`config.mk`:
```
export PLATFORM = sky130hd
export DESIGN_NAME = neuron_train_ctrl
export DESIGN_NICKNAME = d
export VERILOG_FILES = /design/src/rtl/neuron_pkg.sv /design/src/rtl/neuron_train_ctrl.sv
export SDC_FILE = /design/constraint.sdc
export NUM_CORES = 1
export LEC_CHECK = 0
export BUFFER_PORTS_ARGS = -buffer_cell sky130_fd_sc_hd__buf_4
export CORE_MARGIN = 4
export CORE_UTILIZATION = 36
export CTS_CLUSTER_SIZE = 20
export DETAILED_ROUTE_END_ITERATION = 8
export GPL_TIMING_DRIVEN = 0
export PLACE_DENSITY = 0.64
export SETUP_SLACK_MARGIN = 0.5
export SYNTH_ARGS = -nofsm -noshare
export SYNTH_HDL_FRONTEND = slang
export SYNTH_SLANG_ARGS = --single-unit
```
`constraint.sdc`:
```
create_clock -name clk -period 2.8 [get_ports clk]
set_clock_uncertainty 0.15 [all_clocks]
set_input_delay 0.7 -clock clk [delete_from_list [all_inputs] [get_ports clk]]
set_output_delay 0.7 -clock clk [all_outputs]
set_load 0.02 [all_outputs]
```
`src/rtl/neuron_pkg.sv`:
```
// Shared types and constants for the single-neuron perceptron training slice.
// Datapath field widths live here so the top level sizes its registers consistently.
package neuron_pkg;

    localparam int unsigned DefEpochW    = 8;
    localparam int unsigned DefMaxEpochs = 100;

    localparam int unsigned XWidth = 7;
    localparam int unsigned TWidth = 2;
    localparam int unsigned WWidth = 14;
    localparam int unsigned NWidth = 20;

    typedef enum logic [2:0] {
        StIdle,
        StInit,
        StFetch,
        StEval,
        StCheck,
        StEpochEnd,
        StDone
    } train_state_t;

endpackage

```
`src/rtl/neuron_train_ctrl.sv`:
```
// Training sequencer for the perceptron datapath: fetches samples, commits weight updates
// on misclassification, and counts epochs until an error-free epoch or the epoch limit.
module neuron_train_ctrl
    import neuron_pkg::*;
#(
    parameter int unsigned EPOCH_W    = DefEpochW,
    parameter int unsigned MAX_EPOCHS = DefMaxEpochs
) (
    input  logic               clk,
    input  logic               rst,
    input  logic               start,
    input  logic               sample_valid,
    output logic               sample_ready,
    output logic               epoch_start,
    input  logic               yEqualt,
    input  logic               flagEOF,
    output logic               reset,
    output logic               ldRegN,
    output logic               ldRegx1,
    output logic               ldRegx2,
    output logic               ldRegT,
    output logic               ldRegW1,
    output logic               ldRegW2,
    output logic               ldRegB,
    output logic               ldRegFlag,
    output logic               counterEn,
    output logic               counterReset,
    output logic               flagReset,
    output logic               busy,
    output logic               done,
    output logic               converged,
    output logic [EPOCH_W-1:0] epochs
);

    localparam logic [EPOCH_W-1:0] LastEpoch = EPOCH_W'(MAX_EPOCHS - 1);

    train_state_t state;
    logic         errSeen;
    logic         lastEpoch;

    // The epoch being closed in EPOCH_END is the final one allowed.
    assign lastEpoch = (epochs == LastEpoch);

    always_ff @(posedge clk) begin
        if (!rst) begin
            state     <= StIdle;
            errSeen   <= 1'b0;
            epochs    <= '0;
            converged <= 1'b0;
        end else begin
            unique case (state)
                StIdle: begin
                    if (start) begin
                        state     <= StInit;
                        epochs    <= '0;
                        converged <= 1'b0;
                        errSeen   <= 1'b0;
                    end
                end
                StInit: state <= StCheck;
                StFetch: begin
                    if (sample_valid) begin
                        state <= StEval;
                    end
                end
                StEval: begin
                    if (!yEqualt) begin
                        errSeen <= 1'b1;
                    end
                    state <= StCheck;
                end
                StCheck: state <= flagEOF ? StEpochEnd : StFetch;
                StEpochEnd: begin
                    if (epochs != '1) begin
                        epochs <= epochs + 1'b1;
                    end
                    if (!errSeen) begin
                        converged <= 1'b1;
                        state     <= StDone;
                    end else if (lastEpoch) begin
                        state <= StDone;
                    end else begin
                        errSeen <= 1'b0;
                        state   <= StFetch;
                    end
                end
                StDone: state <= StIdle;
                default: state <= StIdle;
            endcase
        end
    end

    always_comb begin
        sample_ready = 1'b0;
        epoch_start  = 1'b0;
        reset        = 1'b0;
        ldRegN       = 1'b0;
        ldRegx1      = 1'b0;
        ldRegx2      = 1'b0;
        ldRegT       = 1'b0;
        ldRegW1      = 1'b0;
        ldRegW2      = 1'b0;
        ldRegB       = 1'b0;
        ldRegFlag    = 1'b0;
        counterEn    = 1'b0;
        counterReset = 1'b0;
        flagReset    = 1'b0;
        done         = 1'b0;
        busy         = (state != StIdle);
        unique case (state)
            StInit: begin
                reset        = 1'b1;
                ldRegN       = 1'b1;
                counterReset = 1'b1;
                flagReset    = 1'b1;
            end
            StFetch: begin
                sample_ready = 1'b1;
                // Sample registers load on the handshake edge itself.
                if (sample_valid) begin
                    ldRegx1 = 1'b1;
                    ldRegx2 = 1'b1;
                    ldRegT  = 1'b1;
                end
            end
            StEval: begin
                counterEn = 1'b1;
                ldRegFlag = 1'b1;
                if (!yEqualt) begin
                    ldRegW1 = 1'b1;
                    ldRegW2 = 1'b1;
                    ldRegB  = 1'b1;
                end
            end
            StEpochEnd: begin
                if (errSeen && !lastEpoch) begin
                    counterReset = 1'b1;
                    flagReset    = 1'b1;
                    epoch_start  = 1'b1;
                end
            end
            StDone: done = 1'b1;
            default: ;
        endcase
    end

endmodule

```
; Yosys cells after proc, flatten, opt, wreduce, memory -nomap -nowiden
; Cells that the tools add are included.
[word_totals]
regBits = 13
rom_bits = 0
elab_cells = 56
latchBits = 0
ram_bits = 0
mem_count = 0
[classes]
mul = 0
n_addsub = 1
n_eq_ne = 13
shifts = 0
reduce_logical = 11
div = 0
bitwise = 0
magnitude_cmp = 0
n_mux = 27
[ops]
columns = op, n
row1 = $mux 8, 2
row2 = $pmux 8 s2, 1
row3 = $mux 1, 15
row4 = $mux 3, 5
row5 = $pmux 3 s5, 1
row6 = $ne 2x2->1 const B, 5
row7 = $eq 3x3->1 const B, 3
row8 = $reduce_and 3->1, 3
row9 = $add 8x1->8 const B, 1
row10 = $eq 8x7->1 const B, 1
row11 = $ne 8x8->1 const B, 1
row12 = $eq 3x2->1 const B, 2
row13 = $reduce_bool 3->1, 2
row14 = $pmux 1 s2, 2
row15 = $eq 3x1->1 const B, 1
row16 = $logic_not 3->1, 1
row17 = $pmux 1 s3, 1
row18 = $reduce_and 2->1, 1
row19 = $reduce_bool 2->1, 1
row20 = $reduce_or 2->1, 1
row21 = $logic_and 1x1->1, 1
row22 = $logic_not 1->1, 1

; Depth between registers and ports, before layout
; Gate-level depths: netlist of run 1.
[depth]
word_depth = 5
depth_mapped = 6
depth_no_buf = 5

; Worst setup path after synthesis of run 1
; No wires, ideal clock.
[synth_timing]
kind = register to output
startpoint = register epochs[3]
endpoint = output flagReset
path_buffers = 1
arrival_ns = 1.711
path_stages_with_launch = 6
setup_slack_ns = 0.239
t_required_ns = 1.950
path_cell_list = dfxtp_1 -> or4_1 -> or3_4 -> nand2_1 -> a21oi_1 -> buf_4
[synth_between]
elab_chain_cells = 5
[synth_rtl]
columns = element, line_no
row1 = from (decl), neuron_train_ctrl.sv:32  ; output logic [EPOCH_W-1:0] epochs
row2 = from (signal assigned), neuron_train_ctrl.sv:75  ; epochs <= epochs + 1'b1;
row3 = $eq 8x7->1, neuron_train_ctrl.sv:42  ; assign lastEpoch = (epochs == LastEpoch);
row4 = $logic_not 1->1, neuron_train_ctrl.sv:136  ; if (errSeen && !lastEpoch) begin
row5 = $logic_and 1x1->1, neuron_train_ctrl.sv:136
row6 = $mux 1, --
row7 = $pmux 1 s2, --
row8 = to (decl), neuron_train_ctrl.sv:28  ; output logic flagReset,
; No other way between the ends.

; Final worst setup path of run 1
[layout_timing]
startpoint = register epochs[7]
endpoint = output flagReset
[layout_between]
elab_chain_cells = 5
[layout_rtl]
columns = element, line_no
row1 = $eq 8x7->1, neuron_train_ctrl.sv:42
row2 = $logic_not 1->1, neuron_train_ctrl.sv:136
row3 = $logic_and 1x1->1, neuron_train_ctrl.sv:136
row4 = $mux 1, neuron_train_ctrl.sv:136
row5 = $pmux 1 s2, neuron_train_ctrl.sv:110  ; unique case (state)
; No other way between the ends.

==> metrics, run 1 <==
drt drc=0; Post-Syn Area=between 800 and 900 um2; largest family of logic cells by synthesized area=simple AND/OR/NAND/NOR gates; WL/cell=13.0 um; ratio of final minimum period to clock period=a little over nine tenths; Min-Delay Path Class=reg2reg; RSZ-0062 raised after global routing=yes; top_reg_cell synth=dfxtp_1; post-synth top area cell=dfxtp_1; P_int=~450 uW; DRT iter0 DRCs=16; chip width=around 56 um; Worst path slowest cell=or4_1; NetSw=around 270 uW; Reg power frac=between 30% and 40%; core area=2230 um2; Most Frequent Cell on Critical Path=buf_6; most frequent cells in the layout=41 x buf_4, 10 x a21oi_1, 8 x buf_6, 8 x dfxtp_1, 6 x nor2_1; critical path's largest stage delay=0.50 ns; Critical Path Start Type=register; vias=898; filler instances=roughly 230; WS Path Type=reg2out; Worst R2R Start=state[0]$_SDFFE_PN0P_; vias in the first global route=802; CP max FO=4; Clock Tree Buf Depth=2; R2R Path End=epochs[7]$_SDFFE_PN0P_; CP cell instances=or4_1 -> or3_4 -> nand2_4 -> a21oi_4 -> buf_6 -> buf_6; Cell Rows=17; fmax=~0.37 GHz; Synth Area in XOR/XNOR=0%; outcome=completed; GR Util All Layers=14.3%; Net Sw Frac=37.2%; ratio of cells with drive above 1 in the final layout=~50%; Req. time, crit path=slightly below 2 ns; clock latency on the worst-skew pair=roughly 0.28 ns; flops & latches, synth=13; Synth area leaders=dfxtp_1 31%, a21oi_1 6.5%, buf_4 6.2%, nor2b_1 3.7%, nor2_1 3.6%; Synth Warn #=0; Clk pwr share=around 16%; hold_sp=converged$_SDFFE_PN0P_; final count of negative-setup-slack endpoints=0; syn nets=around 110; CTS tree=built; DR vias/cell=~5; Power Dens Cells=548 nW/um2; Total Die Area=approximately 3200 um2; first-pass iteration count of the detailed router=3; DRT Wirelength=roughly 2.3 mm; part of the Yosys area used for sequential elements=slightly above 30%; hpwl dp=between 1.5 and 2 mm; Comb power frac=between 50% and 60%; total CTS buffers=3; Initial Utilization=between 30% and 40%; # IOs=31; Lkg Pwr=just under 0.0006 uW; Cells after Synth=between 100 and 150; largest net degree at the start of global routing=11; CTS root buf=clkbuf_4; Post-synth EDFFs=0; most common cell after layout, fill and taps aside=buf_4; post-synthesis mux area share=about 1.2%; final hold viol count=0; Compound-Gate Fraction of Synth Area=about 22%; GPL Wtd Cong=around 0.82; first-pass GRT wire length=3.59 mm; clk sinks=13; Setup TNS=0 ns; Final min period=2.72 ns; Port Buf Inserts=30; GR Overflow Total=0; Synth Area in Adders=under 10%; Synth top area share=between 30 and 40%; Clock H-tree levels=1; antenna viol nets, final=0; # diodes=0; crit path DAT=approximately 1.9 ns; headroom to the max-slew limit=between 50 and 60%; peak supply drop=around 0.31 mV; FF-to-FF setup slack=between 0.8 and 0.9 ns; post-placement setup slack=between 0.3 and 0.4 ns; Reg2Reg Depth=6; antenna violations before repair=0; CTS Hold Bufs=0; Worst-Margin Slew=between 0.6 and 0.7 ns; hold depth=2; simple-gate portion of the synthesized area=between 30% and 40%; Worst Hold Path EP=converged$_SDFFE_PN0P_; Final Net Count=156; clock slew at reported path FFs=0.08 ns; Layout area overhead=55.9%; Die Span Y=56.5 um; Max Cap Violations=0; Final Max Slew Viols=0; post-synthesis cell type count=38; final worst slack=between 0.07 and 0.08 ns; crit path capture type=output pin; Syn Area/Cell=between 8 and 9 um2; fraction of registers with async set/reset=0%
==> metal layers <==
layer	wire length, um	GRT usage, %
met5	0	0
met4	41	7.12
met3	131	3.22
met2	1100	23.9
met1	1010	16.9
==> final cells by class <==
cell class | instances | area [um2] | share of cell area (%)
plain buffers | 12 | 110 | 8.35
clock buffers | 4 | 26.3 | 1.99
inverters | 3 | 11.3 | 0.854
multi-input cells | 76 | 551 | 41.7
flip-flops and latches | 13 | 274 | 20.8
well taps | 28 | 35.0 | 2.66
repair buffers | 40 | 312 | 23.6
==> kinds of logic (layout without fill, tap and decap cells) <==
family,count (synthesis),after routing
AO/OA/AOI/OAI,29,29
adder cells (fa/ha/maj),1,1
buffers and inverters,15,59
flip-flops,13,13
multiplexers,1,1
AND/OR/NAND/NOR,45,45
==> critical path, delay by kind of cell, from the launching register on <==
kind,cells,cell delay (ns)
buffers and inverters,2,0.23
AO/OA/AOI/OAI,1,0.06
AND/OR/NAND/NOR,3,0.96
flip-flops,1,0.34
==> sequential cells by signal, summed over array words and instances (netlist names) <==
name,cells
state,3
errSeen,1
converged,1
epochs,8
==> metrics by stage <==
step / cells / hold slack [ns] / utilization (%) / instance area [um2] / total power, uW
after floorplan: 104 / 0.364 / - / 875 / 448
after global placement: 162 / 0.304 / 50.8 / 1130 / 538
after detailed placement: 162 / 0.313 / 50.8 / 1130 / 539
after CTS: 169 / 0.332 / 54.4 / 1210 / 674
after global routing: 176 / 0.373 / 59.0 / 1320 / 775
final: 176 / 0.323 / 59.0 / 1320 / 722
==> worst max path at each step <==
stage                                 from        end  slack, ns  depth (start not counted)
global route        epochs[3]$_SDFFE_PN0P_  flagReset       0.02                          6
CTS                 epochs[7]$_SDFFE_PN0P_  flagReset       0.05                          6
global placement    epochs[7]$_SDFFE_PN0P_  flagReset       0.32                          6
finish              epochs[7]$_SDFFE_PN0P_  flagReset       0.08                          6
floorplan           epochs[7]$_SDFFE_PN0P_  flagReset       0.41                          5
detailed placement  epochs[7]$_SDFFE_PN0P_  flagReset       0.31                          6
==> power by group through the flow <==
stage                     sequential (uW)  combinational [uW]  clock [uW]
after floorplan                       234                 213           0
after global placement                228                 310           0
after detailed placement              228                 311           0
after CTS                             225                 326         123
after global routing                  230                 413         132
final                                 227                 379         116
==> timing repair <==
action | CTS | global route
setup buffers | 3 | 7
setup endpoints to repair | 15 | 11
pin swaps | 0 | 1
gates resized for setup | 11 | 16
==> cells in the mapped netlist, drive strengths merged, types with 3 or more instances <==
| master | instances |
|---|---|
| nand3 | 3 |
| nand2 | 5 |
| nor2b | 6 |
| or3 | 5 |
| clkbuf | 3 |
| nor3 | 3 |
| nand2b | 3 |
| nor2 | 8 |
| o21ai | 6 |
| inv | 3 |
| a21oi | 11 |
| buf | 9 |
| dfxtp | 13 |
| a211oi | 3 |
No activity file was read; power rests on OpenSTA's default activity.
==> run 2, diff against run 1 <==
CTS_BUF_LIST = sky130_fd_sc_hd__clkbuf_2   (was default)
RECOVER_POWER = 25   (was default)
==> run 2 against run 1 <==
Against the previous run:
- sequential cell count is the same
- critical path depth is the same
- final cell count shrank 1.1%
- sequential power is essentially flat
- utilization shrank 1.5 points
- combinational power shrank 5%
- largest power group unchanged
==> metrics, run 2 (synthesis gave the netlist of run 1 again) <==
ratio of cells with drive above 1 in the final layout=49.3% (was 50.7%); antenna violations before repair=0 (unchanged); clock slew at reported path FFs=0.13 ns (was 0.08 ns); ratio of final minimum period to clock period=97.7% (was 97.1%); first-pass GRT wire length=3.51 mm (was 3.59 mm); largest net degree at the start of global routing=11 (unchanged); # placed instances=162 (unchanged); Worst-Margin Slew=0.633 ns (was 0.646 ns); Worst Hold Path EP=converged$_SDFFE_PN0P_ (unchanged); core area=2230 um2 (unchanged); final hold viol count=0 (unchanged); Req. time, crit path=1.95 ns (about the same); final worst slack=0.0655 ns (was 0.0799 ns); Final min period=2.73 ns (was 2.72 ns); Clock Tree Buf Depth=2 (unchanged); filler instances=227 (unchanged); crit path DAT=1.88 ns (was 1.87 ns); Largest Register=epochs (unchanged); DRT Wirelength=2.23 mm (was 2.28 mm); Max Cap Violations=0 (unchanged); DR vias/cell=5.06 (was 5.10); peak supply drop=0.322 mV (was 0.311 mV); Largest register FFs=8 (unchanged); post-placement setup slack=0.314 ns (unchanged); Layout area overhead=52.1% (was 55.9%); Die Span Y=56.5 um (unchanged); hpwl dp=1.58 mm (unchanged); Cell Rows=17 (unchanged); GR Overflow Total=0 (unchanged); vias=880 (was 898); Worst R2R Start=epochs[0]$_SDFFE_PN0P_ (was state[0]$_SDFFE_PN0P_); R2R Path End=epochs[3]$_SDFFE_PN0P_ (was epochs[7]$_SDFFE_PN0P_); WS Path Type=reg2out (unchanged); largest registers=epochs x8, state x3 (unchanged); vias in the first global route=785 (was 802); # IOs=31 (unchanged); Final Max Slew Viols=0 (unchanged); total power=689 uW (was 722 uW); GR Util All Layers=14.0% (was 14.3%); most common cell after layout, fill and taps aside=buf_4 (unchanged); total CTS buffers=3 (unchanged); CTS Hold Bufs=0 (unchanged); Lkg Pwr=0.000580 uW (was 0.000589 uW); first-pass iteration count of the detailed router=4 (was 3); chip width=56.5 um (unchanged); DRT iter0 DRCs=17 (was 16); Setup TNS=0 ns (unchanged); Initial Utilization=37.9% (unchanged); WL/cell=12.8 um (was 13.0 um); FF-to-FF setup slack=0.87 ns (was 0.89 ns); CP max FO=4 (unchanged); hold depth=2 (unchanged); fmax=0.366 GHz (was 0.368 GHz); clk sinks=13 (unchanged); Final Net Count=154 (was 156); hold_ws=0.333 ns (was 0.323 ns); Power Dens Cells=535 nW/um2 (was 548 nW/um2); crit path capture type=output pin (unchanged); antenna viol nets, final=0 (unchanged); GPL Wtd Cong=0.823 (unchanged); # diodes=0 (unchanged); RSZ-0062 raised after global routing=yes (unchanged); hold_sp=converged$_SDFFE_PN0P_ (unchanged); Final Non-Filler Cells=174 (was 176); final count of negative-setup-slack endpoints=0 (unchanged); Reg2Reg Depth=5 (was 6); CTS tree=built (unchanged); Total Die Area=3190 um2 (unchanged); most frequent cells in the layout=41 x buf_4, 10 x a21oi_1, 7 x nor2_1, 7 x dfxtp_1, 6 x buf_6 (was 41 x buf_4, 10 x a21oi_1, 8 x buf_6, 8 x dfxtp_1, 6 x nor2_1); clock latency on the worst-skew pair=0.28 ns (about the same); CTS root buf=clkbuf_2 (was clkbuf_4); headroom to the max-slew limit=57.4% (was 56.6%); drt drc=0 (unchanged); Port Buf Inserts=30 (unchanged); Min-Delay Path Class=reg2reg (unchanged); outcome=completed (unchanged); Clock H-tree levels=1 (unchanged); Critical Path Start Type=register (unchanged)
==> run 2: final cells by class <==
| class | count | area (um2) | share of cell area, % |
|---|---|---|---|
| tap | 28 | 35.0 | 2.72 |
| sequential | 13 | 278 | 21.6 |
| multi-input combinational | 76 | 541 | 42.0 |
| buffer | 12 | 105 | 8.17 |
| inverter | 3 | 11.3 | 0.875 |
| timing repair buffer | 38 | 297 | 23.1 |
| clock buffer | 4 | 20.0 | 1.56 |
==> run 2: timing repair <==
| item | CTS | global route |
|---|---|---|
| pin swaps | 1 | 1 |
| gates resized for setup | 15 | 10 |
| setup endpoints to repair | 16 | 8 |
| buffers inserted | 4 | 4 |
==> run 2: worst max-delay path: stages, from the launching register on <==
cell and delay (ns):
dfxtp_4 0.36, or4_1 0.50, or3_4 0.38, nand2_4 0.08, a21oi_4 0.06, buf_6 0.11, buf_6 0.12
==> run 2: worst max-delay path by stage <==
stage / endpoint / start / slack [ns] / cells past startpoint
floorplan: flagReset / epochs[7]$_SDFFE_PN0P_ / 0.41 / 5
global placement: flagReset / epochs[7]$_SDFFE_PN0P_ / 0.32 / 6
detailed placement: flagReset / epochs[7]$_SDFFE_PN0P_ / 0.31 / 6
CTS: flagReset / epochs[7]$_SDFFE_PN0P_ / 0.03 / 6
global route: flagReset / epochs[7]$_SDFFE_PN0P_ / -0.03 / 6
finish: flagReset / epochs[7]$_SDFFE_PN0P_ / 0.07 / 6
==> run 2: power by group <==
part / total [uW] / internal (uW) / leakage [uW] / switching (uW)
sequential: 227 / 206 / 0.000110 / 21.2
clock: 100 / 37.9 / 0.0000166 / 62.1
combinational: 361 / 181 / 0.000454 / 180
==> run 2: through the flow <==
stage	cell area [um2]	util (%)
after global routing	1290	57.6
after floorplan	875	-
after CTS	1230	55.1
final	1290	57.6
after detailed placement	1130	50.8
after global placement	1130	50.8
==> run 2: layer usage <==
metal	vias to the layer above	share of wire, %	global-route usage, %
li1	460	-	-
met1	389	44	16.8
met2	26	48	22.9
met3	5	6.5	3.22
met4	0	1.9	7.12
met5	-	0	0
==> run 3, diff against run 2 <==
CORE_UTILIZATION = 45   (was 36)
PLACE_DENSITY = 0.77   (was 0.64)
==> run 3 against run 2 <==
Against the previous run:
- via count grew 5.6%
- power grew 0.32%
- critical path type unchanged
- highest routed layer unchanged
- largest cell class unchanged
- register-to-register slack gained 0.02 ns
- fmax is essentially flat
- non-clock buffer count is the same
==> metrics, run 3 (synthesis gave the netlist of run 1 again) <==
fmax=0.365 GHz (was 0.366 GHz); most frequent cells in the layout=43 x buf_4, 10 x a21oi_1, 7 x nor2_1, 7 x dfxtp_1 (was 41 x buf_4, 10 x a21oi_1, 7 x nor2_1, 7 x dfxtp_1, 6 x buf_6); FF-to-FF setup slack=0.89 ns (was 0.87 ns); Reg2Reg Depth=5 (unchanged); antenna viol nets, final=0 (unchanged); clk sinks=13 (unchanged); RSZ-0062 raised after global routing=yes (unchanged); Initial Utilization=48.5% (was 37.9%); Clock H-tree levels=1 (unchanged); crit path capture type=output pin (unchanged); first-pass GRT wire length=3.49 mm (was 3.51 mm); drt drc=0 (unchanged); hold_sp=converged$_SDFFE_PN0P_ (unchanged); largest net degree at the start of global routing=11 (unchanged); clock slew at reported path FFs=0.14 ns (was 0.13 ns); core area=1750 um2 (was 2230 um2); R2R Path End=epochs[3]$_SDFFE_PN0P_ (unchanged); footprint of the multi-input gates=547 um2 (was 541 um2); final worst slack=0.0631 ns (was 0.0655 ns); GR Util All Layers=17.8% (was 14.0%); WL/cell=13.3 um (was 12.8 um); clock latency on the worst-skew pair=0.30 ns (was 0.28 ns); Final Net Count=154 (unchanged); largest registers=epochs x8, state x3 (unchanged); Final Max Slew Viols=0 (unchanged); Lkg Pwr=0.000576 uW (was 0.000580 uW); Cell Rows=15 (was 17); ratio of cells with drive above 1 in the final layout=50.0% (was 49.3%); most common cell after layout, fill and taps aside=buf_4 (unchanged); headroom to the max-slew limit=60.5% (was 57.4%); peak supply drop=0.407 mV (was 0.322 mV); Largest register FFs=8 (unchanged); antenna violations before repair=0 (unchanged); Die Span Y=51.4 um (was 56.5 um); vias=929 (was 880); WS Path Type=reg2out (unchanged); DR vias/cell=5.43 (was 5.06); Min-Delay Path Class=reg2reg (unchanged); Worst Hold Path EP=converged$_SDFFE_PN0P_ (unchanged); DRT Wirelength=2.27 mm (was 2.23 mm); Req. time, crit path=1.95 ns (about the same); total CTS buffers=3 (unchanged); chip width=51.4 um (was 56.5 um); ratio of final minimum period to clock period=97.7% (about the same); Layout area overhead=51.5% (was 52.1%); vias in the first global route=801 (was 785); final count of negative-setup-slack endpoints=0 (unchanged); Port Buf Inserts=30 (unchanged); GR Overflow Total=0 (unchanged); Clock Tree Buf Depth=2 (unchanged); Final min period=2.74 ns (was 2.73 ns); hold_ws=0.345 ns (was 0.333 ns); DRT iter0 DRCs=14 (was 17); Power Dens Cells=539 nW/um2 (was 535 nW/um2); post-placement setup slack=0.305 ns (was 0.314 ns); Total Die Area=2640 um2 (was 3190 um2); Critical Path Start Type=register (unchanged); crit path DAT=1.89 ns (was 1.88 ns); CP max FO=4 (unchanged); filler instances=139 (was 227); CTS Hold Bufs=0 (unchanged); register area=280 um2 (was 278 um2); Worst R2R Start=epochs[0]$_SDFFE_PN0P_ (unchanged); Largest Register=epochs (unchanged); GPL Wtd Cong=0.842 (was 0.823); CTS root buf=clkbuf_2 (unchanged); CTS tree=built (unchanged); final hold viol count=0 (unchanged); hold depth=2 (unchanged); outcome=completed (unchanged); Worst-Margin Slew=0.588 ns (was 0.633 ns); hpwl dp=1.57 mm (was 1.58 mm); first-pass iteration count of the detailed router=4 (unchanged); # diodes=0 (unchanged); # IOs=31 (unchanged); Max Cap Violations=0 (unchanged)
-- run 3: stage by stage --
| step | TNS [ns] | util (%) | cell area [um2] | std cells | power (uW) |
|---|---|---|---|---|---|
| finish | 0 | 73.4 | 1280 | 171 | 691 |
| global route | -0.00278 | 73.4 | 1280 | 171 | 734 |
| CTS | -0.0141 | 70.8 | 1230 | 168 | 668 |
| detailed placement | 0 | 64.8 | 1130 | 159 | 539 |
| global placement | 0 | 64.8 | 1130 | 159 | 535 |
| floorplan | 0 | - | 875 | 104 | 448 |
-- run 3: worst max path at each step --
stage / start / endpoint / slack [ns] / depth (start not counted)
after floorplan: epochs[7]$_SDFFE_PN0P_ / flagReset / 0.41 / 5
after global placement: epochs[7]$_SDFFE_PN0P_ / flagReset / 0.32 / 6
final: epochs[4]$_SDFFE_PN0P_ / flagReset / 0.06 / 6
after CTS: epochs[4]$_SDFFE_PN0P_ / flagReset / -0.01 / 6
after detailed placement: epochs[7]$_SDFFE_PN0P_ / flagReset / 0.31 / 6
after global routing: epochs[4]$_SDFFE_PN0P_ / flagReset / -0.003 / 6
-- run 3: cell type report --
type | count | share of cell area (%)
repair buffers | 38 | 22.6
clock buffers | 4 | 1.56
inverters | 3 | 0.879
well taps | 25 | 2.44
plain buffers | 12 | 8.01
multi-input cells | 76 | 42.7
flip-flops and latches | 13 | 21.9
-- run 3: report_power, final --
part | leakage [uW] | switching, uW | internal, uW
Clock | 0.0000166 | 66.5 | 37.8
Sequential | 0.000110 | 20.7 | 205
Combinational | 0.000450 | 183 | 177
Total | 0.000576 | 271 | 420
-- run 3: worst max-delay path, stage by stage, from the launching register on --
cell     delay (ns)
dfxtp_4        0.36
or4_4          0.52
or3_4          0.38
nand2_4        0.08
a21oi_4        0.05
buf_6          0.11
buf_6          0.12
-- run 3: timing repair --
action | 4_1_cts | 5_1_grt
setup endpoints to repair | 16 | 9
gates resized for setup | 16 | 8
pin swaps | 5 | 3
cloned | 0 | 0
setup buffers | 5 | 3
-- run 3: per-layer routing --
metal  track usage (%)  up-vias  routed length [um]
met3              4.96        6                 110
met5                 0        -                   0
met1              19.9      442                 953
li1                  -      458                   -
met2              29.8       23                1160
met4              10.9        0                  47
